[config.mk]
export PLATFORM = sky130hd
export DESIGN_NAME = registers_bank_param
export DESIGN_NICKNAME = d
export VERILOG_FILES = /design/src/rtl/registers_bank_param.sv
export SDC_FILE = /design/constraint.sdc
export NUM_CORES = 1
export LEC_CHECK = 0
export BUFFER_PORTS_ARGS = -buffer_cell sky130_fd_sc_hd__buf_4
export CORE_UTILIZATION = 46
export CTS_CLUSTER_SIZE = 30
export DETAILED_ROUTE_END_ITERATION = 16
export GPL_TIMING_DRIVEN = 0
export PLACE_DENSITY_LB_ADDON = 0.05
export SYNTH_ARGS = -nofsm -noshare
export SYNTH_HDL_FRONTEND = slang
export SYNTH_SLANG_ARGS = --single-unit
[constraint.sdc]
create_clock -name clock -period 6.2 [get_ports clock]
set_input_delay 1.24 -clock clock [delete_from_list [all_inputs] [get_ports clock]]
set_output_delay 1.24 -clock clock [all_outputs]
set_load 0.03 [all_outputs]
[src/rtl/registers_bank_param.sv]
// rtl/registers_bank_param.sv - parametrised integer register file with built-in clear sequencer
//
// Purpose:
//   Register file between decode (read selects) and writeback (write port).
//   x0 is hardwired to zero. A clear sequencer zeroes one entry per cycle after
//   reset or on clear_req, so the storage array itself carries no reset.
//
// Parameters:
//   XLEN   data width in bits
//   NREGS  number of registers (power of two, >= 2)
//   NREAD  number of combinational read ports (>= 1)
//   AW     select width, derived as $clog2(NREGS)
//
// Ports:
//   clock      rising-edge clock
//   reset      synchronous, active-low
//   we         write enable
//   sel_in     write register index
//   data_in    write data
//   sel_out    read selects, port k = sel_out[k*AW +: AW]
//   output_rd  read data, port k = output_rd[k*XLEN +: XLEN]
//   clear_req  request a full clear of the bank
//   busy       clear in progress; reads return 0 and writes are ignored
//
// Configuration macro:
//   REGFILE_BYPASS_EN  when defined, a read of the register being written in
//                      the same IDLE cycle returns data_in (write-through).

module registers_bank_param #(
  parameter  int XLEN  = 32,
  parameter  int NREGS = 32,
  parameter  int NREAD = 2,
  localparam int AW    = $clog2(NREGS)
) (
  input  logic                    clock,
  input  logic                    reset,
  input  logic                    we,
  input  logic [AW-1:0]           sel_in,
  input  logic [XLEN-1:0]         data_in,
  input  logic [NREAD*AW-1:0]     sel_out,
  output logic [NREAD*XLEN-1:0]   output_rd,
  input  logic                    clear_req,
  output logic                    busy
);

  typedef enum logic {ST_CLEAR, ST_IDLE} state_t;

  state_t            state_q, state_d;
  logic [AW-1:0]     clr_idx_q, clr_idx_d;
  logic              busy_q, busy_d;
  logic [XLEN-1:0]   mem_q [NREGS];

  logic              wr_en;
  logic [AW-1:0]     wr_idx;
  logic [XLEN-1:0]   wr_data;

  always_comb begin
    state_d   = state_q;
    clr_idx_d = clr_idx_q;
    wr_en     = 1'b0;
    wr_idx    = clr_idx_q;
    wr_data   = '0;
    if (!reset) begin
      state_d   = ST_CLEAR;
      clr_idx_d = '0;
    end else if (state_q == ST_CLEAR) begin
      // One entry zeroed per cycle; the index wraps to 0 as we leave CLEAR.
      wr_en     = 1'b1;
      wr_idx    = clr_idx_q;
      wr_data   = '0;
      clr_idx_d = clr_idx_q + 1'b1;
      if (clr_idx_q == AW'(NREGS - 1)) begin
        state_d = ST_IDLE;
      end
    end else begin
      if (we && (sel_in != '0)) begin
        wr_en   = 1'b1;
        wr_idx  = sel_in;
        wr_data = data_in;
      end
      // A same-cycle write still lands; the clear sweep overwrites it later.
      if (clear_req) begin
        state_d   = ST_CLEAR;
        clr_idx_d = '0;
      end
    end
    // busy is registered and tracks the state being entered.
    busy_d = (state_d == ST_CLEAR);
  end

  always_ff @(posedge clock) begin
    state_q   <= state_d;
    clr_idx_q <= clr_idx_d;
    busy_q    <= busy_d;
    if (wr_en) begin
      mem_q[wr_idx] <= wr_data;
    end
  end

  assign busy = busy_q;

  always_comb begin
    logic [AW-1:0]   rsel;
    logic [XLEN-1:0] rdat;
    output_rd = '0;
    rsel      = '0;
    rdat      = '0;
    for (int k = 0; k < NREAD; k++) begin
      rsel = sel_out[k*AW +: AW];
      rdat = '0;
      // Entry 0 is never read from storage, so it reads 0 even mid-clear.
      if (!busy_q && (rsel != '0)) begin
        rdat = mem_q[rsel];
`ifdef REGFILE_BYPASS_EN
        if (reset && we && (sel_in != '0) && (sel_in == rsel)) begin
          rdat = data_in;
        end
`endif
      end
      output_rd[k*XLEN +: XLEN] = rdat;
    end
  end

endmodule

==> impl_metrics.py <==
metrics = {
    "setup_path": {
        "worst-path-max-fanout": 10,
        "start_kind": "primary input",
        "reg2reg_from": "clr_idx_q[1]",
        "regToRegSetupSlack_ns": 2.86,
        "crit_type": "primary input to output port",
        "worstPathArrival_ns": 5.14,
        "r2r_cells": 8,
        "required_ns": 4.96,
        "r2r_end": "mem_q[3][25]",
        "end_kind": "output port",
    },
    "pwr": {
        "intPower_w": 0.01150,
        "sw_frac_of_total": 0.2259,
        "power.leakage_nw": 18.00,
        "netSwitchingPower_w": 0.003356,
        "ir_worst_vdd_v": 0.0002296,
        "finalPower_w": 0.01485,
        "p_per_area_nw_per_um2": 267.0,
        "power_frac_seq": 0.513,
        "clock_power_share": 0.426,
        "pwr-share-comb": 0.062,
    },
    "timing": {
        "hold_viol_final": 0,
        "hold_ws_ns": 0.5832,
        "rsz0062_at_grt": "no",
        "finClkSkew_ns": 0.02544,
        "finalSetupTns_ns": -0.2945,
        "worst_slack_ns": -0.1765,
        "drv_slew": 0,
        "fmax_mhz": 156.8,
        "fin_crit_sh": 1.028,
        "max-slew-margin-rel": 0.005255,
        "setup_viol": 3,
        "layout_min_cycle_time_ns": 6.376,
        "worst_slew_pin_slew_ns": 1.492,
    },
    "layout": {
        "final_common_cell": "edfxtp_1",
        "layout_common_cells": "edfxtp_1 (1024), mux2i_1 (517), a22oi_1 (259)",
        "drive_gt1_frac": 0.2391,
        "area_delta_synth_final_pct": 15.82,
        "nNetsFinal": 3245,
    },
    "outcome": {
        "status": "complete, but fails checks",
        "violations": "negative setup slack",
    },
    "floorplanning": {
        "ioPinCount": 116,
        "die_h_um": 325.1,
        "fp.coreArea_sq_um": 103500,
        "die_w_um": 325.1,
        "rows": 118,
        "dieArea_sq_um": 105700,
        "initial_core_util": 0.4641,
    },
    "clock_network": {
        "htreeDepth": 3,
        "cts.clk_slew.worst_paths_ns": 0.06,
        "clk_latency_ns": 0.72,
        "cts_tree": "done",
        "postCtsSetupRepairBufs": 0,
        "clockBufferDepth": 3,
        "numCtsBuffers": 112,
        "cts.sinks": 1031,
        "root_buffer": "clkbuf_16",
        "cts_hold_buf": 0,
    },
    "grt": {
        "grt_pass1_vias": 31380,
        "grt_max_degree": 33,
        "grt_pass1_wl_um": 243400,
        "grt_usage": 0.3320,
        "antenna_found_initial": 8,
        "overflow": 0,
    },
    "yosys": {
        "avgSynthCellArea_sq_um": 16.92,
        "synth_edf_count": 1024,
        "synthCells": 2838,
        "async_flop_share": 0,
        "synth_top_cell_area_share": 0.6402,
        "syn-num-nets": 2891,
        "ys_types": 40,
        "ys_warn_count": 0,
        "synth-seq-cells": 1031,
        "synthTopCellsByArea": "edfxtp_1 (64%), mux4_2 (12%), mux2i_1 (11%), a22oi_1 (4.0%), nand3_1 (1.4%)",
        "synth_top_flop_cell": "edfxtp_1",
        "yosysSeqAreaShare": 0.6432,
        "synth.largest_area_cell": "edfxtp_1",
        "syn-cell-area_sq_um": 48030,
    },
    "detailed_routing": {
        "drt_pass1_iterations": 6,
        "drtIter0Drc": 4185,
        "ant_nets": 0,
        "via_per_inst": 6.713,
        "num_vias": 31284,
        "wl_per_cell_um": 37.89,
        "totalWireLength_um": 176600,
        "remaining_drc_errors": 0,
    },
    "place": {
        "pre_cts_ws_ns": 0.2849,
        "gp_congestion": 0.9318,
        "io_buffers": 112,
        "dp_hpwl_um": 128500,
    },
    "hold_path": {
        "hold_start": "clr_idx_q[3]",
        "worstHoldEndpoint": "clr_idx_q[3]",
        "worstHoldPathType": "flip-flop to flip-flop",
        "whs_path_depth": 2,
    },
    "job": {
        "cap_violations": 0,
    },
}
[Yosys cell counts (2+ instances only)]
cell type     n
dfxtp_1       7
or4_1         2
buf_2        93
nand4_1      65
nor2b_1      20
inv_1         5
nand3_1     136
mux2i_4       5
o21ai_0       4
a22o_1       62
nand2_1      65
clkbuf_1    121
buf_1        10
a21oi_1       3
mux2_4        2
nor3_1       34
mux2i_1     518
nor4bb_1      3
edfxtp_1   1024
buf_4         6
and2_1       41
nor3b_1       3
o22ai_1       2
nor2_1       16
mux4_2      253
nor4b_1       2
and3b_1       2
a22oi_1     259
a31oi_1      63
ha_1          2
[worst max-delay path by stage]
stage / start / end / slack [ns] / cells past startpoint
floorplan: sel_in[4] / mem_q[17][0] / 1.00 / 5
global placement: sel_in[4] / mem_q[3][26] / -2.38 / 5
detailed placement: sel_out[0] / output_rd[10] / 0.28 / 9
CTS: sel_out[0] / output_rd[10] / 0.27 / 9
global route: sel_out[1] / output_rd[14] / 0.04 / 9
finish: sel_out[0] / output_rd[10] / -0.18 / 9
[power by group through the flow]
stage          Clock [W]  Sequential [W]  Combinational (W)
6_report         0.00632         0.00762           0.000914
2_1_floorplan          0         0.00776           0.000534
3_3_place_gp           0         0.00777           0.000865
5_1_grt          0.00661         0.00762           0.000931
3_5_place_dp           0         0.00776           0.000896
4_1_cts          0.00637         0.00762           0.000898
[through the flow]
step	cell area, sq um	std cells	utilization
after detailed placement	52230	4458	0.5046
after CTS	55610	4659	0.5373
final	55630	4660	0.5375
after floorplan	48030	2838	-
after global placement	50600	4330	0.4889
after global routing	55630	4660	0.5375
[cell families after synthesis]
family,Yosys count,share of synthesized area
AO/OA/AOI/OAI,399,0.06211
AND/OR/NAND/NOR,392,0.04317
adder cells (fa/ha/maj),2,0.0005209
flip-flops,1031,0.6432
multiplexers,778,0.2296
buffers and inverters,236,0.02149
[layer usage]
metal  vias to the layer above  share of wire  track usage
met5                         -        0.00032            0
met4                         8          0.033       0.1094
met3                       342           0.12      0.09519
met2                      1942           0.45       0.5089
met1                     16404           0.40       0.4562
li1                      12588              -            -
[flip-flops by register name, indices dropped and copies added, names as in the netlist]
signal,flops
mem_q,1024
clr_idx_q,5
busy,1
state_q,1
[final cells by class]
cell class	instances	area (sq um)
sequential	1031	30890
fill	8234	47870
antenna	1	2.502
multi-input combinational	1571	16280
inverter	5	18.77
clock buffer	139	2968
tap	1380	1727
timing repair buffer	240	2308
clock inverter	62	415.4
buffer	231	1020
[critical path: stages]
cell      delay, ns
buf_2          0.13
buf_4          0.21
buf_2          0.35
nor2_1         0.91
clkbuf_1       0.58
a22oi_1        0.15
a31oi_1        0.52
nand4_1        0.64
buf_4          0.39
[repair_timing]
item                                    CTS  global route
endpoints found under the hold margin     0             0
gates resized for setup                   0             2
endpoints found under the setup margin    0             1
No activity file was read; power rests on OpenSTA's default activity.
